## src/rtl/alu_pkg.sv

```systemverilog
// Shared constants and types for the serial add/subtract unit.
//   FLAG_*  : bit positions of N, Z, C and V inside the 4-bit flags word
//   OP_*    : encoding of the op input
//   state_t : control states of the serial sequencer
package alu_pkg;

   localparam int unsigned FLAG_N = 0;
   localparam int unsigned FLAG_Z = 1;
   localparam int unsigned FLAG_C = 2;
   localparam int unsigned FLAG_V = 3;

   localparam logic OP_ADD = 1'b0;
   localparam logic OP_SUB = 1'b1;

   typedef enum logic [1:0] {
      IDLE = 2'd0,
      RUN  = 2'd1,
      DONE = 2'd2
   } state_t;

endpackage

```

## src/rtl/digit_adder.sv

```systemverilog
// Combinational DIGIT-bit adder slice.
//   x, y  : operand digits
//   cin   : carry into the digit
//   sum   : sum digit
//   cout  : carry out of the top bit
//   c_msb : carry into the top bit (for signed overflow on the last digit)
module digit_adder #(
   parameter int unsigned DIGIT = 2
) (
   input  logic [DIGIT-1:0] x,
   input  logic [DIGIT-1:0] y,
   input  logic             cin,
   output logic [DIGIT-1:0] sum,
   output logic             cout,
   output logic             c_msb
);

   localparam int unsigned SW = DIGIT + 1;

   logic [SW-1:0] full;

   always_comb begin
      full  = SW'(x) + SW'(y) + SW'(cin);
      sum   = full[DIGIT-1:0];
      cout  = full[DIGIT];
      // sum bit = x ^ y ^ carry_in, so the carry into the top bit falls out directly
      c_msb = x[DIGIT-1] ^ y[DIGIT-1] ^ full[DIGIT-1];
   end

endmodule

```

## src/rtl/serial_addsub_unit.sv

```systemverilog
// Multi-cycle add/subtract unit producing NZCV flags, DIGIT bits per clock.
//   clk, rst : clock, synchronous active-high reset
//   start    : request, accepted while ready=1 (op, a, b sampled with it)
//   op       : 0 = a+b, 1 = a-b
//   ready    : unit idle and able to accept start
//   done     : one-cycle pulse when result/flags update
//   result   : registered sum, held between operations
//   flags    : registered {V,C,Z,N}, held between operations
module serial_addsub_unit
   import alu_pkg::*;
#(
   parameter int unsigned WIDTH = 8,
   parameter int unsigned DIGIT = 2
) (
   input  logic             clk,
   input  logic             rst,
   input  logic             start,
   input  logic             op,
   input  logic [WIDTH-1:0] a,
   input  logic [WIDTH-1:0] b,
   output logic             ready,
   output logic             done,
   output logic [WIDTH-1:0] result,
   output logic [3:0]       flags
);

   localparam int unsigned STEPS = WIDTH / DIGIT;
   localparam int unsigned CNT_W = (STEPS > 1) ? $clog2(STEPS) : 1;

   state_t           state_q, state_d;
   logic [WIDTH-1:0] opa_q, opb_q, res_sr_q;
   logic             carry_q;
   logic [CNT_W-1:0] cnt_q;

   logic [DIGIT-1:0] dsum;
   logic             dcout, dcmsb;
   logic             last_c;
   logic [WIDTH-1:0] res_next_c;

   digit_adder #(.DIGIT(DIGIT)) u_digit (
      .x     (opa_q[DIGIT-1:0]),
      .y     (opb_q[DIGIT-1:0]),
      .cin   (carry_q),
      .sum   (dsum),
      .cout  (dcout),
      .c_msb (dcmsb)
   );

   assign last_c     = (cnt_q == CNT_W'(STEPS - 1));
   // New digit enters at the top; after STEPS shifts the word is in place
   assign res_next_c = WIDTH'({dsum, res_sr_q} >> DIGIT);

   // State register
   always_ff @(posedge clk) begin
      if (rst) state_q <= IDLE;
      else     state_q <= state_d;
   end

   // Next-state logic
   always_comb begin
      state_d = state_q;
      case (state_q)
         IDLE:    if (start) state_d = RUN;
         RUN:     if (last_c) state_d = DONE;
         DONE:    state_d = IDLE;
         default: state_d = IDLE;
      endcase
   end

   // Datapath and registered outputs
   always_ff @(posedge clk) begin
      if (rst) begin
         ready    <= 1'b1;
         done     <= 1'b0;
         result   <= '0;
         flags    <= '0;
         opa_q    <= '0;
         opb_q    <= '0;
         res_sr_q <= '0;
         carry_q  <= 1'b0;
         cnt_q    <= '0;
      end else begin
         ready <= (state_d == IDLE);
         done  <= 1'b0;
         case (state_q)
            IDLE: begin
               if (start) begin
                  opa_q   <= a;
                  // Subtract as a + ~b + 1: the +1 rides in as the initial carry
                  opb_q   <= (op == OP_SUB) ? ~b : b;
                  carry_q <= (op != OP_ADD);
                  cnt_q   <= '0;
               end
            end
            RUN: begin
               opa_q    <= WIDTH'({DIGIT'(0), opa_q} >> DIGIT);
               opb_q    <= WIDTH'({DIGIT'(0), opb_q} >> DIGIT);
               res_sr_q <= res_next_c;
               carry_q  <= dcout;
               cnt_q    <= cnt_q + CNT_W'(1);
               // Publish on the final digit so the DONE cycle shows the new values
               if (last_c) begin
                  result         <= res_next_c;
                  flags[FLAG_N]  <= res_next_c[WIDTH-1];
                  flags[FLAG_Z]  <= (res_next_c == '0);
                  flags[FLAG_C]  <= dcout;
                  flags[FLAG_V]  <= dcmsb ^ dcout;
                  done           <= 1'b1;
               end
            end
            default: ;
         endcase
      end
   end

endmodule

```

## config.mk

```make
export PLATFORM = sky130hd
export DESIGN_NAME = serial_addsub_unit
export DESIGN_NICKNAME = d
export VERILOG_FILES = /design/src/rtl/alu_pkg.sv /design/src/rtl/digit_adder.sv /design/src/rtl/serial_addsub_unit.sv
export SDC_FILE = /design/constraint.sdc
export NUM_CORES = 1
export LEC_CHECK = 0
export CAP_MARGIN = 25
export CORE_MARGIN = 3
export CORE_UTILIZATION = 44
export CTS_CLUSTER_SIZE = 12
export DETAILED_ROUTE_END_ITERATION = 16
export PLACE_DENSITY = 0.65
export SYNTH_ARGS = -nofsm -noshare
export SYNTH_HDL_FRONTEND = slang
export SYNTH_SLANG_ARGS = --single-unit
export TNS_END_PERCENT = 50
```

## constraint.sdc

```tcl
create_clock -name clk -period 2.25 [get_ports clk]
set_clock_uncertainty 0.05 [all_clocks]
set_input_delay 0.225 -clock clk [delete_from_list [all_inputs] [get_ports clk]]
set_output_delay 0.225 -clock clk [all_outputs]
set_load 0.05 [all_outputs]
```

Word level (Yosys, flattened, before mapping)
Cells that the tools add are included.
- reductions and logical operators: 7
- equal/unequal tests: 3
- bitwise logic cells: 5
- multiplexer cells: 13
- add/sub/neg operators: 3
- operators by type and width (cell ; number):
    $pmux 8 s2 ; 2
    $mux 8 ; 3
    $logic_not 8->1 ; 1
    $not 8->8 ; 1
    $pmux 2 s2 ; 2
    $mux 2 ; 3
    $logic_not 2->1 ; 2
    $reduce_and 2->1 ; 2
    $add 2x2->3 ; 1
    $add 3x1->3 ; 1
    $xor 1x1->1 ; 3
    $add 2x1->2 const B ; 1
    $eq 2x1->1 const B ; 1
    $eq 2x2->1 const B ; 1
    $mux 1 ; 2
    $ne 2x2->1 const B ; 1
    $pmux 1 s2 ; 1
    $reduce_bool 2->1 ; 1
    $reduce_or 2->1 ; 1
    $not 1->1 ; 1
- input port bits: 20
- output and inout port bits: 14
- register bits after elaboration: 43
- word-level logic and storage cells: 41

Longest topological paths before layout
Gate-level depths: netlist (run 1).
- depth in word-level cells: 4
- gate-level depth with buffers: 6
- mapped depth without buffers: 6

Hierarchy
From an unflattened synthesis (run 1), not the netlist that was laid out.
- cells, all modules: 199
- area, all modules: 1739.2 um^2
- modules (own cells, without submodules) (module ; cells each ; area an instance (um^2) ; times used ; sequential area each (um^2)):
    serial_addsub_unit ; 187 ; 1647.8 ; 1 ; 800.8
    digit_adder ; 12 ; 91.3 ; 1 ; 0.0

Worst setup path before layout (run 1)
Ideal clock, no wire load.
- kind: register to register
- start: reg opa_q[0]
- end: reg flags[3]
- setup time: 114 ps
- setup slack: 395 ps
- path buffers: 0
- arrival time: 1691 ps
- required time: 2086 ps
- cell stages (with the launch flop): 7
- clock period less this slack: 1855 ps
- path through: dfxtp_1 -> inv_1 -> fa_1 -> fa_1 -> xnor2_1 -> xnor2_1 -> a21o_1
- longest elaborated chain between the ends: 4
- RTL lines (what ; line ; text):
    start, declared ; serial_addsub_unit.sv:31 ; logic [WIDTH-1:0] opa_q, opb_q, res_sr_q;
    start signal, assigned ; serial_addsub_unit.sv:96 ; opa_q <= WIDTH'({DIGIT'(0), opa_q} >> DIGIT);
    $add 2x2->3 (*) ; digit_adder.sv:23 ; full = SW'(x) + SW'(y) + SW'(cin);
    $add 3x1->3 (*) ; digit_adder.sv:23 ;
    $xor 1x1->1 ; digit_adder.sv:27 ; c_msb = x[DIGIT-1] ^ y[DIGIT-1] ^ full[DIGIT-1];
    $xor 1x1->1 (*) ; serial_addsub_unit.sv:107 ; flags[FLAG_V] <= dcmsb ^ dcout;
    end signal, assigned by index ; serial_addsub_unit.sv:105 ; flags[FLAG_Z] <= (res_next_c == '0);
    end signal, assigned by index ; serial_addsub_unit.sv:106 ; flags[FLAG_C] <= dcout;
    end signal, assigned by index ; serial_addsub_unit.sv:107 ;
    end, declared ; serial_addsub_unit.sv:24 ; output logic [3:0] flags
Mark *: on every way between the ends. The rest lies on a longest branch, timed or not.
A chain may end at the register's enable or synchronous reset.

Worst setup path after layout (run 1)
- start: reg opa_q[0]
- end: reg flags[1]
- longest elaborated chain between the ends: 3
- RTL lines (what ; line):
    $add 2x2->3 ; digit_adder.sv:23
    $add 3x1->3 ; digit_adder.sv:23
    $logic_not 8->1 ; serial_addsub_unit.sv:105
No other way between the ends.

==> results.tsv, run 1 <==
stage	metric	value	unit
die	Die Wd	69.8	µm
cts	CTS Buf Count	5	
timing	Post-Route Setup TNS	0	ns
placement	Post-DP HPWL	2460	µm
pwr	Int Power	0.00119	W
cells_and_area	most frequent cells in the layout	40 x dfxtp_1, 33 x clkdlybuf4s50_1, 29 x nor2_1	
global_routing	vias in the first global route	1280	
critical_path	kind of critical path	reg2reg	
timing	max-slew violations	0	
cells_and_area	Fill cells	357	
yosys	post-synthesis sequential area ratio	0.448	
yosys	flop and latch count out of synthesis	40	
pwr	VDD IR-drop max	452	µV
global_routing	GRT met2 Usage	0.225	
timing	Final Hold Viols	0	
global_routing	initial antenna violation count	0	
yosys	Synth cell types	33	
cts	TritonCTS clock tree	built	
detailed_routing	antenna-violating nets left	0	
die	Cell Rows	22	
timing	RSZ-0062 raised after global routing	no	
pwr	Clk pwr share	0.364	
die	Initial Utilization	0.471	
die	I/O pins	34	
cts	Root Driver	clkbuf_8	
min_path	min-delay worst type	reg2reg	
global_routing	gr busiest metal	met2	
detailed_routing	Detailed Route Iter0 Violations	73	
yosys	number of synthesized flops with an enable pin	0	
cells_and_area	final core utilization	0.583	
critical_path	worst path arrival time	2.14	ns
critical_path	critical path fanouts, max	4	
cts	clk buf depth	2	
global_routing	first-pass GRT wire length	5920	µm
yosys	syn avg cell area	9.27	µm²
cts	Hold Buf Count CTS	0	
timing	fin crit share	0.875	
detailed_routing	DR vias	1397	
cts	cts repair resizes	0	
cts	Worst-Skew Late Latency	0.29	ns
placement	IO Port Bufs	33	
timing	final setup violation count	0	
cells_and_area	Post-layout nets	246	
pwr	sequential share of power	0.487	
pwr	P_leak	0.810	nW
yosys	ys flop type	dfxtp_1	
global_routing	grt ovf	0	
timing	Fin Hold WS	0.406	ns
detailed_routing	DRT Pass-1 Iters	4	
global_routing	total global routing track utilization	0.153	
cells_and_area	area delta synth->final	23.7	%
cts	setup bufs post-CTS	0	
cts	H-tree depth	2	
timing	Slew @ Worst Pin	0.501	ns
timing	fmax	0.508	GHz
critical_path	Critical Path RT	2.42	ns
timing	Final min period	1.97	ns
status	outcome	completed	
yosys	Syn Inst Count	193	
pwr	Comb pwr share	0.148	
cells_and_area	ant diodes	0	
cts	Worst-path clk slew	0.07	ns
cells_and_area	layout cell share with drive strength beyond 1	0.0987	
die	die area	4870	µm²
critical_path	CP startpoint kind	flip-flop	
yosys	ys async rst share	0	
detailed_routing	WL per Instance	13.0	µm
flow_run	Max Cap Viol	0	
pwr	switching power	0.000385	W
cells_and_area	commonest non-fill, non-tap cell in the layout	dfxtp_1	
die	Placeable Area	3800	µm²
yosys	Synth Cell Area	1790	µm²
timing	Slew HR	0.665	
detailed_routing	DRT Wirelength	3520	µm
yosys	yosys warns	0	
cts	CTS Sinks	40	
global_routing	met3 Usage GRT	0.0377	
global_routing	GR Layer Usage met1	0.198	
detailed_routing	Remaining DRCs	0	
pwr	sw frac	0.244	
critical_path	crit end category	flip-flop	
detailed_routing	vias per inst	5.15	
yosys	syn nets	217	
die	Die Y	69.8	µm
placement	RePlAce Congestion	0.814	
global_routing	largest net degree at the start of global routing	40	
pwr	pwr dens	712	nW/µm²
metrics by stage:
| stage | instances | total power, W | setup WS [ns] | cell area [µm²] |
|---|---|---|---|---|
| 4_1_cts | 271 | 0.00160 | 0.261 | 2210 |
| 6_report | 271 | 0.00158 | 0.282 | 2210 |
| 5_1_grt | 271 | 0.00165 | 0.120 | 2210 |
| 3_5_place_dp | 263 | 0.00102 | 0.303 | 2110 |
| 3_3_place_gp | 263 | 0.00101 | 0.334 | 2110 |
| 2_1_floorplan | 193 | 0.000955 | 0.395 | 1790 |
path summary, 6_finish.rpt:
| path | cells after the start | to | slack [ns] | start |
|---|---|---|---|---|
| setup / recovery | 6 | flags[1] | 0.28 | opa_q[0] |
| hold / removal | 2 | result[2] | 0.41 | result[2] |
| setup reg to reg | 6 | flags[1] | 0.28 | opa_q[0] |
| hold reg to reg | 2 | result[2] | 0.41 | result[2] |
critical path, stage by stage, from the launching register on:
cell,delay [ns]
dfxtp_1,0.31
inv_1,0.06
fa_1,0.43
fa_1,0.57
nor4bb_1,0.22
nand3_1,0.10
a21oi_1,0.15
power by group through the flow:
stage | Sequential [W] | Combinational, W | Clock (W)
final | 0.000768 | 0.000234 | 0.000574
after global routing | 0.000773 | 0.000260 | 0.000616
after CTS | 0.000767 | 0.000237 | 0.000591
after detailed placement | 0.000784 | 0.000235 | 0
after global placement | 0.000783 | 0.000231 | 0
after floorplan | 0.000781 | 0.000174 | 0
final cells by class:
| class | count | area (µm²) | area share |
|---|---|---|---|
| Multi-Input combinational cell | 132 | 862 | 0.389 |
| Sequential cell | 40 | 801 | 0.362 |
| Timing Repair Buffer | 37 | 360 | 0.163 |
| Clock buffer | 6 | 72.6 | 0.0328 |
| Tap cell | 48 | 60.1 | 0.0271 |
| Clock inverter | 2 | 35.0 | 0.0158 |
| Inverter | 6 | 22.5 | 0.0102 |
synthesized netlist by cell type, types with 2 or more instances:
| cell type | n | area, µm² |
|---|---|---|
| fa_1 | 2 | 40.0 |
| dfxtp_1 | 40 | 801 |
| or3b_1 | 6 | 52.6 |
| a21oi_1 | 19 | 95.1 |
| buf_6 | 4 | 45.0 |
| a211oi_1 | 7 | 52.6 |
| nand2_1 | 21 | 78.8 |
| inv_1 | 5 | 18.8 |
| a22oi_1 | 5 | 37.5 |
| ha_1 | 2 | 25.0 |
| nor3_1 | 4 | 20.0 |
| xnor2_1 | 8 | 70.1 |
| buf_2 | 5 | 25.0 |
| nand2b_1 | 8 | 50.1 |
| a2111oi_2 | 6 | 90.1 |
| clkbuf_1 | 3 | 11.3 |
| nor2_1 | 29 | 109 |
| buf_4 | 3 | 22.5 |
| xor2_1 | 2 | 17.5 |
routing by layer:
metal | vias to the layer above | wire length [µm]
li1 | 708 | -
met1 | 659 | 1660
met2 | 24 | 1650
met3 | 6 | 144
met4 | 0 | 65
met5 | - | 0
sequential cells by signal, indices dropped and copies added (netlist names):
register  flops
opb_q         8
opa_q         8
res_sr_q      6
result        7
state_q       2
flags         4
cnt_q         2
done          1
ready         1
carry_q       1
cells by family after synthesis:
| kind of cell | count (synthesis) | synth area share |
|---|---|---|
| muxes | 1 | 0.00559 |
| and+or+nand+nor | 76 | 0.215 |
| AOI/OAI and AO/OA | 41 | 0.176 |
| adders and majority gates | 4 | 0.0364 |
| buffers and inverters | 21 | 0.0706 |
| DFF | 40 | 0.448 |
| xor gates and xnor gates | 10 | 0.0490 |
Power figures use the tool's default switching activity.
==> run 2: changes to the inputs <==
Settings changed: TNS_END_PERCENT 50 to not set.
==> results of run 2 <==
Final layout, timing and power as in run 1 (identical DEF).
==> variant 1: new RTL, flow settings as in run 2 <==
Reset style: asynchronous (`rst`), changed in 2 clocked blocks. Comments in the files are not updated.
--- a/src/rtl/serial_addsub_unit.sv
+++ b/src/rtl/serial_addsub_unit.sv
@@ -53,3 +53,3 @@
    // State register
-   always_ff @(posedge clk) begin
+   always_ff @(posedge clk or posedge rst) begin
       if (rst) state_q <= IDLE;
@@ -70,3 +70,3 @@
    // Datapath and registered outputs
-   always_ff @(posedge clk) begin
+   always_ff @(posedge clk or posedge rst) begin
       if (rst) begin
Formal check against the unedited RTL: differs if rst is asserted again (counterexample within 4 cycles, from zero or initial values and one cycle with rst high); with rst held inactive, the same outputs for 10 cycles.
==> variant 1 against run 2 <==
Count of clock-buffer cells in the layout is the same; die area grew 4.7%; sequential cell count is the same; setup slack lost 0.035 ns; cell count shrank 12%; largest cell class is now registers; wire length shrank 6.0%; area after synthesis grew 5.1%; cell area grew 5.0%; synthesized cell count shrank 21%; sequential share of layout area grew 6.9 points.
Power is not compared: it rests on default switching activity, and its combinational part moved more than twofold at a synthesized area within 25%.
==> variant 1: results (changes against run 2) <==
Status
  • Status: completed (unchanged)

Setup path
  • CP Data Arrival Time: 2.17 ns (was 2.14 ns)
  • R2R cell count: 6 (unchanged)
  • Worst-path fanout max: 4 (unchanged)
  • CP top delay family: adder cells (unchanged)
  • Slowest stage delay, CP: 0.58 ns

Routing
  • Wire per inst: 13.9 um (was 13.0 um)
  • Via-to-Cell Ratio: 5.18 (was 5.15)
  • DR iter-0 viols: 50 (was 73)
  • Routed via count: 1234 (was 1397)
  • Drt pass-1 iters: 4 (unchanged)

Yosys
  • Synth cell count leaders: dfrtp_1 (39), nand2_1 (23), a22oi_1 (10), inv_1 (8), mux2_4 (8) (was dfxtp_1 (40), nor2_1 (29), nand2_1 (21), a21oi_1 (19))
  • Post-Synth XOR/XNOR Area: 4.66% (was 4.90%)
  • Yosys warnings: 0 (unchanged)
  • Synth Area in Compound Gates: 13.2% (was 17.6%)
  • Syn_area_per_cell: 12.3 um2 (was 9.27 um2)
  • Post-Synth Adder-Cell Area: 3.46% (was 3.64%)
  • Sequential area share after synthesis: 53.3% (was 44.8%)
  • Synth async-reset ratio: 100% (was 0%)
  • Top cells by area, synth: dfrtp_1 (52%), mux2_4 (6.4%), nand2_1 (4.6%), a22oi_1 (4.0%), xnor2_1 (3.3%) (was dfxtp_1 (45%), nor2_1 (6.1%), a21oi_1 (5.3%), a2111oi_2 (5.0%), nand2_1 (4.4%))
  • Syn_nets: 177 (was 217)
  • Mux cell area share after synthesis: 8.18% (was 0.559%)
  • Post-synth cell types: 32 (was 33)
  • Largest family of logic cells by synthesized area: compound AO/OA/AOI/OAI gates (was simple AND/OR/NAND/NOR gates)

Clock tree
  • Clock Path Buffers: 2 (unchanged)
  • Max H-tree Level: 2 (unchanged)
  • # Post-CTS Setup Buffers: 0 (unchanged)
  • Post-CTS sizing: 0 (unchanged)
  • Clock Pin Slew Worst Setup and Hold Paths: 0.08 ns
  • Worst-Skew Late Latency: 0.30 ns
  • Clock buffer count from CTS: 5 (unchanged)
  • Root Driver: clkbuf_8 (unchanged)

Power and ir drop
  • Switch share: 40.3%
  • Flop pwr share: 35.0%
  • Pint: 0.00215 W

Finish
  • Share of cells above drive strength 1: 17.6% (was 9.87%)
  • Fillcell total: 353 (was 357)
  • Nets: 211 (was 246)

Global routing
  • Vias in the first global route: 1277 (was 1280)
  • Antenna violations before repair: 0 (unchanged)
  • Wire length of the first global-routing pass: 5780 um (was 5920 um)
  • Largest net degree at the start of global routing: 41 (was 40)
  • Total GRT Usage: 14.7% (was 15.3%)

Timing
  • Final setup viols: 0 (unchanged)
  • Setup TNS: 0 ns (unchanged)
  • Relative slew slack: 66.0% (was 66.5%)
  • Final Hold Fails: 0 (unchanged)
  • Final worst slack: 0.246 ns (was 0.282 ns)

Place
  • Post-DP Area: 2220 um2 (was 2110 um2)
  • Detailed Place HPWL: 2300 um (was 2460 um)
  • Placed cells: 230 (was 263)
  • DP Worst Slack: 0.247 ns (was 0.303 ns)
  • IO buf count: 33 (unchanged)
  • Final Wtd Congestion: 0.774 (was 0.814)

Worst hold path
  • Hold Path Class: in2async (was reg2reg)
==> variant 1: cell type report <==
class                      instances  area, um2  share of cell area [%]
multi-input combinational         95        763                    32.8
inverter                           9       36.3                    1.56
sequential                        40       1000                    43.1
clock inverter                     2       35.0                    1.51
tap                               50       62.6                    2.69
clock buffer                       6       72.6                    3.12
timing repair buffer              36        353                    15.2
==> variant 1: final timing paths <==
| check | startpoint | to | slack [ns] |
|---|---|---|---|
| max | opb_q[0] | flags[1] | 0.25 |
| min | rst | done | 0.30 |
| max reg2reg | opb_q[0] | flags[1] | 0.25 |
| min reg2reg | flags[2] | flags[2] | 0.43 |
| max in group asynchronous | rst | ready | 1.48 |
| min in group clk | flags[2] | flags[2] | 0.43 |
==> variant 1: per-layer routing <==
metal / wire (um) / track usage (%) / up-vias
met1: 1510 / 18.2 / 604
met3: 201 / 5.19 / 4
li1: - / - / 593
met2: 1560 / 23.7 / 33
met5: 0 / 0 / -
met4: 36 / 5.64 / 0
==> variant 2: new RTL, config.mk and constraints of run 2 <==
Made on the original files. The parameter `WIDTH` goes from 8 to 32.
--- a/src/rtl/serial_addsub_unit.sv
+++ b/src/rtl/serial_addsub_unit.sv
@@ -11,3 +11,3 @@
 #(
-   parameter int unsigned WIDTH = 8,
+   parameter int unsigned WIDTH = 32,
    parameter int unsigned DIGIT = 2
Interface: changed (resized a, b and result); port bits go from 34 to 106. No check against the original RTL was run, so the function may have changed too.
==> variant 2 against run 2 <==
Core utilization up 0.83 points; critical endpoint is now flags[3]; highest routed layer unchanged; sequential share of layout area up 0.29 points; first-iteration DRC count rose to 6.5 times the old value; area after synthesis rose to 3.3 times the old value; sequential cell count up 98; worst hold slack worse by 0.17 ns; cell area rose to 3.4 times the old value; setup slack worse by 0.19 ns; largest cell class is now registers; power rose to 3.7 times the old value; wire length rose to 4.1 times the old value; fmax down 8.6%.
==> variant 2: results (changes against run 2) <==
Routing
  • Met2 routed WL: 6900 um (was 1650 um)
  • Final wirelength: 14400 um (was 3520 um)
  • Met1 WL: 6510 um (was 1660 um)
  • Met3 routed WL: 780 um (was 144 um)
  • Drt pass-1 iters: 7 (was 4)
  • Routed via count: 5158 (was 1397)

Finish
  • Reg area: 2760 um2 (was 801 um2)
  • Fillcell total: 1166 (was 357)
  • Non-Clock Buffer Count: 127 (was 37)
  • Largest registers: opa_q (32), opb_q (32), result (31) (was opa_q (8), opb_q (8), result (7))
  • Clk tree area frac: 7.03% (was 4.86%)
  • Inverters: 36 (was 6)
  • Share of cells above drive strength 1: 8.08% (was 9.87%)

Worst hold path
  • Hold Path Class: in2reg (was reg2reg)
  • Worst Hold Path EP: state_q[1] (was result[2])

Yosys
  • Synth Area in Compound Gates: 24.7% (was 17.6%)
  • Synth cell count leaders: dfxtp_1 (138), nor2_1 (74), a21oi_1 (64), nand2_1 (56) (was dfxtp_1 (40), nor2_1 (29), nand2_1 (21), a21oi_1 (19))
  • Mux cell area share after synthesis: 0.171% (was 0.559%)
  • Seq cells post-synth: 138 (was 40)
  • Syn_nets: 741 (was 217)
  • Top cells by area, synth: dfxtp_1 (47%), a21oi_1 (5.5%), a222oi_1 (5.1%), xor2_1 (4.8%), nor2_1 (4.7%) (was dfxtp_1 (45%), nor2_1 (6.1%), a21oi_1 (5.3%), a2111oi_2 (5.0%), nand2_1 (4.4%))
  • Sequential area share after synthesis: 47.1% (was 44.8%)
  • Post-Synth Adder-Cell Area: 1.11% (was 3.64%)

Clock tree
  • Clock Pin Slew Worst Setup and Hold Paths: 0.05 ns (was 0.07 ns)
  • Root Driver: clkbuf_16 (was clkbuf_8)
  • Worst-Skew Late Latency: 0.41 ns (was 0.29 ns)
  • Max H-tree Level: 4 (was 2)

Global routing
  • Largest net degree at the start of global routing: 62 (was 40)
  • Total GRT Usage: 19.7% (was 15.3%)
  • Vias in the first global route: 4967 (was 1280)
  • GR Layer Usage met2: 32.0% (was 22.5%)
  • Met3 Usage GRT: 5.22% (was 3.77%)

Power and ir drop
  • Leakage power figure: 2.75 nW (was 0.810 nW)
  • VDD IR max: 0.514 mV (was 0.452 mV)

Setup path
  • CP Data Arrival Time: 2.37 ns (was 2.14 ns)
  • Reg2Reg Setup Slack: 0.1 ns (was 0.28 ns)
  • Slowest stage delay, CP: 0.60 ns (was 0.57 ns)

Status
  • Status: completed (unchanged)

Place
  • Final Wtd Congestion: 0.789 (was 0.814)
  • IO buf count: 105 (was 33)
variant 2: stage by stage:
step	setup WS, ns	power (W)	instances	cell area [um2]	hold slack [ns]
after detailed placement	-0.00318	0.00331	898	7020	0.417
after global placement	0.0973	0.00329	898	7020	0.408
after global routing	0.0138	0.00600	927	7580	0.243
after CTS	0.00253	0.00582	927	7560	0.200
final	0.0956	0.00578	927	7580	0.237
after floorplan	0.228	0.00308	669	5870	0.323
variant 2: what timing repair did:
item	4_1_cts	5_1_grt
setup endpoints to repair	1	2
hold buffers	0	0
endpoints found under the hold margin	0	0
pin swaps	0	2
resized for setup	2	3
variant 2: power by group through the flow:
stage | Clock, W | Combinational, W | Sequential (W)
5_1_grt | 0.00265 | 0.000747 | 0.00261
6_report | 0.00250 | 0.000679 | 0.00260
2_1_floorplan | 0 | 0.000442 | 0.00264
3_3_place_gp | 0 | 0.000645 | 0.00265
4_1_cts | 0.00255 | 0.000671 | 0.00260
3_5_place_dp | 0 | 0.000661 | 0.00265
